`src/rtl/encoder_16x4_queue_pkg.sv`:
```
// ============================================================================
// encoder_16x4_queue_pkg : shared widths, presenter state type, popcount helper
// Revision: 1.0
// ============================================================================
`default_nettype none

package encoder_16x4_queue_pkg;

  localparam int REQ_W  = 16;
  localparam int CODE_W = 4;
  localparam int CNT_W  = 5;

  typedef enum logic {
    EMPTY   = 1'b0,
    PRESENT = 1'b1
  } state_t;

  function automatic logic [CNT_W-1:0] popcount(input logic [REQ_W-1:0] vec);
    logic [CNT_W-1:0] cnt;
    cnt = '0;
    for (int i = 0; i < REQ_W; i++) begin
      cnt = cnt + {{(CNT_W-1){1'b0}}, vec[i]};
    end
    return cnt;
  endfunction

endpackage

`default_nettype wire

```
`src/rtl/prienc16.sv`:
```
// ============================================================================
// prienc16 : 16-bit lowest-set-bit finder (index 0 has highest priority)
// Revision: 1.0
// ============================================================================
`default_nettype none

module prienc16
  import encoder_16x4_queue_pkg::*;
(
  input  logic [REQ_W-1:0]  vec,
  output logic [CODE_W-1:0] idx,
  output logic              any
);

  // Scan downward so the lowest set bit is the last one written.
  always_comb begin
    idx = '0;
    any = 1'b0;
    for (int i = REQ_W - 1; i >= 0; i--) begin
      if (vec[i]) begin
        idx = CODE_W'(i);
        any = 1'b1;
      end
    end
  end

endmodule

`default_nettype wire

```
`src/rtl/encoder_16x4_queue.sv`:
```
// ============================================================================
// encoder_16x4_queue : coalescing pending register feeding a valid/ready
//                      priority-encoded index output
// Revision: 1.0
// ============================================================================
`default_nettype none

module encoder_16x4_queue
  import encoder_16x4_queue_pkg::*;
(
  input  logic              clk,
  input  logic              rst,
  input  logic [REQ_W-1:0]  req,
  input  logic              ready,
  output logic              valid,
  output logic [CODE_W-1:0] code,
  output logic [CNT_W-1:0]  pend_cnt,
  output logic              ovf
);

  state_t              state;
  state_t              state_next;
  logic [REQ_W-1:0]    pending;
  logic [REQ_W-1:0]    pending_next;
  logic [REQ_W-1:0]    load_mask;
  logic [CODE_W-1:0]   code_next;
  logic [CODE_W-1:0]   pe_idx;
  logic                pe_any;
  logic                load;
  logic                ovf_next;

  prienc16 u_prienc (
    .vec (pending),
    .idx (pe_idx),
    .any (pe_any)
  );

  assign load  = (state == EMPTY) || ready;
  assign valid = (state == PRESENT);

  always_comb begin
    state_next = state;
    code_next  = code;
    load_mask  = '0;
    if (load) begin
      if (pe_any) begin
        state_next = PRESENT;
        code_next  = pe_idx;
        load_mask  = {{(REQ_W-1){1'b0}}, 1'b1} << pe_idx;
      end else begin
        state_next = EMPTY;
      end
    end
    // The index being handed out is cleared before merging, so re-requesting
    // it (or the one already on code) is a fresh entry, not a lost one.
    pending_next = (pending & ~load_mask) | req;
    ovf_next     = |(req & pending & ~load_mask);
  end

  always_ff @(posedge clk or posedge rst) begin
    if (rst) begin
      state    <= EMPTY;
      pending  <= '0;
      code     <= '0;
      pend_cnt <= '0;
      ovf      <= 1'b0;
    end else begin
      state    <= state_next;
      pending  <= pending_next;
      code     <= code_next;
      pend_cnt <= popcount(pending_next);
      ovf      <= ovf_next;
    end
  end

endmodule

`default_nettype wire
```
`config.mk`:
```
export PLATFORM = sky130hd
export DESIGN_NAME = encoder_16x4_queue
export DESIGN_NICKNAME = d
export VERILOG_FILES = /design/src/rtl/encoder_16x4_queue_pkg.sv /design/src/rtl/prienc16.sv /design/src/rtl/encoder_16x4_queue.sv
export SDC_FILE = /design/constraint.sdc
export NUM_CORES = 1
export LEC_CHECK = 0
export ABC_AREA = 0
export BUFFER_PORTS_ARGS = -buffer_cell sky130_fd_sc_hd__buf_2
export CAP_MARGIN = 30
export CELL_PAD_IN_SITES_DETAIL_PLACEMENT = 1
export CELL_PAD_IN_SITES_GLOBAL_PLACEMENT = 2
export CORE_MARGIN = 4
export CORE_UTILIZATION = 37
export CTS_CLUSTER_SIZE = 14
export DETAILED_ROUTE_END_ITERATION = 12
export GPL_TIMING_DRIVEN = 0
export PLACE_DENSITY = 0.9
export SYNTH_ARGS = -nofsm -noshare
export SYNTH_HDL_FRONTEND = slang
export SYNTH_HIERARCHICAL = 1
export SYNTH_SLANG_ARGS = --single-unit
```
`constraint.sdc`:
```
create_clock -name clk -period 11.2 [get_ports clk]
set_input_delay 1.12 -clock clk [delete_from_list [all_inputs] [get_ports clk]]
set_output_delay 1.12 -clock clk [all_outputs]
set_load 0.02 [all_outputs]
```
==> flow_metrics.py <==
metrics = {
    "synthesis": {
        "synth-seq-cells": 27,
        "netlist_area_mm2": 0.00183,
        "postSynthAreaPerCell_um2": 9.32,
        "yosysSeqAreaShare_pct": 37.0,
        "synth-edff-count": 0,
        "synth_fp_nets": 230,
        "async_reset_ff_share_pct": 100,
        "synth_cell_type_count": 42,
        "syn_inst": 196,
        "yosys_warnings": 6,
        "synth-main-ff-cell": "dfrtp_1",
    },
    "placement": {
        "portBuffers": 29,
        "gp_congestion": 0.837,
        "dp_slack_ns": 5.75,
        "dp_cells": 293,
        "placed_area_mm2": 0.00208,
        "dpl.hpwl_um": 4220,
    },
    "floorplan": {
        "dieArea_mm2": 0.00613,
        "row_count": 25,
        "start_util_pct": 38.4,
        "die_w_um": 78.3,
        "core_mm2": 0.00475,
        "num_io_pins": 30,
        "die_h_um": 78.3,
    },
    "layout": {
        "diodes": 0,
        "drive_above_1_share_pct": 19.6,
        "num-nets-final": 265,
        "final_cells": 297,
        "areaGrowthSynthToFinish_pct": 16.8,
        "design_area_mm2": 0.00213,
    },
    "clock_tree": {
        "clock_sinks": 27,
        "tritoncts": "yes",
        "cts.repair.resized": 0,
        "cts_inserted_buffers": 3,
        "h-tree-depth": 1,
        "cts_buffer_depth": 2,
        "post-cts-setup-buffer-count": 0,
        "clkLatencyLatePin_ns": 0.29,
        "cts_hold_buffers": 0,
        "cts_root_buf": "clkbuf_8",
        "clk_pin_slew_ns": 0.11,
    },
    "detailed_routing": {
        "drt-initial-drc-count": 86,
        "detail-route-antenna-nets": 0,
        "route.detailed.drc": 0,
        "drt_wl_total_um": 5020,
        "dr.pass1.iters": 4,
        "vias": 1559,
        "routedWlPerCell_um": 16.9,
        "viasPerCell": 5.25,
    },
    "global_routing": {
        "track_usage_pct": 17.8,
        "grt_pass1_wl_um": 8400,
        "grtUsageMet1_pct": 22.6,
        "grt_max_degree": 18,
        "antenna_found_initial": 0,
        "grt_pass1_vias": 1704,
        "grt-ovfl-total": 0,
        "busiest_layer": "met2",
        "use_met2_pct": 31.8,
        "use_met3_pct": 2.52,
    },
    "setup_path": {
        "path_max_fanout": 10,
        "critPathLaunchType": "flip-flop",
        "path_common_cell": "fa_1",
        "cp.required_ns": 11.44,
        "worstPathArrival_ns": 5.53,
        "cp-end-kind": "flip-flop",
        "crit_path_max_incr_delay_ns": 0.54,
        "crit_type": "reg2reg",
        "path_cells": "nor4_2, and3_1, nor3b_1, buf_2, or3_1, or3_1, a21o_1, fa_1, inv_1, fa_1, fa_1, inv_1, fa_1, ha_1, inv_1, fa_1, nor2b_1, o21a_1",
        "slowest_stage": "fa_1",
    },
    "sta": {
        "hold_viol_final": 0,
        "setup_viol": 0,
        "maxSlewViolCount": 0,
        "relSlewSlack_pct": 63.2,
        "period_share_pct": 47.2,
        "grt_setup_unrepaired": "no",
        "fin_hold_ws_ns": 0.486,
        "tns_ns": 0,
        "period_minus_slack_ns": 5.28,
        "worst_clock_skew_ns": 0.00458,
        "fmax_mhz": 189,
        "tightest_slew_ns": 0.551,
        "fin_ws_ns": 5.92,
    },
    "run_status": {
        "status": "finished clean",
    },
    "run": {
        "cap_violations": 0,
    },
    "pwr": {
        "leakage_nw": 0.946,
        "ir_worst_vdd_mv": 0.0551,
        "powerDensity_mw_per_mm2": 98.9,
    },
    "min_path": {
        "hp-class": "reg2reg",
    },
}
logic make-up after synthesis:
group | count (synthesis) | synth area share [%]
AND/OR/NAND/NOR | 77 | 23.6
AO/OA/AOI/OAI | 44 | 15.9
buffers and inverters | 28 | 6.30
flip-flops | 27 | 37.0
adder cells (fa/ha/maj) | 15 | 14.4
multiplexers | 3 | 1.85
XOR/XNOR | 2 | 0.959
cells in the mapped netlist (all sizes together), types with 4 or more instances:
library cell / number / area (um^2)
nand2b: 11 / 68.8
ha: 5 / 62.6
or3: 4 / 25.0
dfrtp: 27 / 676
nor4: 4 / 37.5
nor2b: 4 / 32.5
a21o: 4 / 30.0
nor2: 11 / 41.3
nand3: 6 / 30.0
nand2: 22 / 82.6
inv: 23 / 86.3
fa: 10 / 200
o21ai: 10 / 50.1
nand4b: 4 / 35.0
a21oi: 10 / 50.1
registers in the layout (all words and copies together), names as in the netlist:
signal and flops:
ovf 1, pending 16, pend_cnt 5, valid 1, code 4
final cells by class:
| type | count | area [um^2] |
|---|---|---|
| Clock inverter | 1 | 8.76 |
| Timing Repair Buffer | 30 | 173 |
| Buffer | 5 | 28.8 |
| Sequential cell | 27 | 676 |
| Clock buffer | 3 | 41.3 |
| Multi-Input combinational cell | 141 | 1040 |
| Inverter | 23 | 86.3 |
| Fill cell | 578 | 2620 |
| Tap cell | 67 | 83.8 |
through the flow:
step                util (%)  power (mW)
floorplan                  -       0.134
CTS                     44.9       0.213
finish                  44.9       0.211
global route            44.9       0.221
detailed placement      43.8       0.151
global placement        43.2       0.149
worst max-delay path, delay by kind of cell, from the launching register on:
family          cells  cell delay [ns]
flops               1             0.48
buf+inv             4             0.34
simple gates        6             1.46
fa+ha+maj           6             2.62
compound gates      2             0.32
placed cells by master (no fill, tap or decap), types with 4 or more instances in the layout:
| master | netlist | final |
|---|---|---|
| a21o_1 | 4 | 4 |
| or3_1 | 4 | 4 |
| inv_1 | 23 | 23 |
| ha_1 | 5 | 5 |
| nand3_1 | 6 | 6 |
| o21ai_0 | 10 | 10 |
| fa_1 | 10 | 10 |
| a21oi_1 | 10 | 10 |
| dfrtp_1 | 27 | 27 |
| nand2b_1 | 11 | 11 |
| nand4b_1 | 4 | 4 |
| nand2_1 | 22 | 22 |
| nor2_1 | 11 | 11 |
| buf_2 | 2 | 31 |
per-layer routing:
| metal | routed length [um] | part of all wire (%) | vias to the layer above |
|---|---|---|---|
| met1 | 2260 | 45 | 785 |
| met5 | 0 | 0 | - |
| met4 | 48 | 0.96 | 0 |
| met3 | 192 | 3.8 | 5 |
| li1 | - | - | 742 |
| met2 | 2510 | 50 | 27 |
where the power goes:
| part | switching, mW | leakage [nW] | internal [mW] |
|---|---|---|---|
| Sequential | 0.00244 | 0.275 | 0.103 |
| Combinational | 0.0253 | 0.645 | 0.0178 |
| Clock | 0.0364 | 0.0261 | 0.0263 |
path summary, 6_finish.rpt:
path,slack [ns],cells past startpoint,startpoint,endpoint
setup / recovery,5.92,18,pending[10],pend_cnt[4]
max in group asynchronous,9.87,3,rst,pending[3]
setup reg to reg,5.92,18,pending[10],pend_cnt[4]
hold / removal,0.49,2,code[2],code[2]
hold reg to reg,0.49,2,code[2],code[2]
min in group asynchronous,0.85,2,rst,pend_cnt[2]
(Power assumes the default switching activity.)
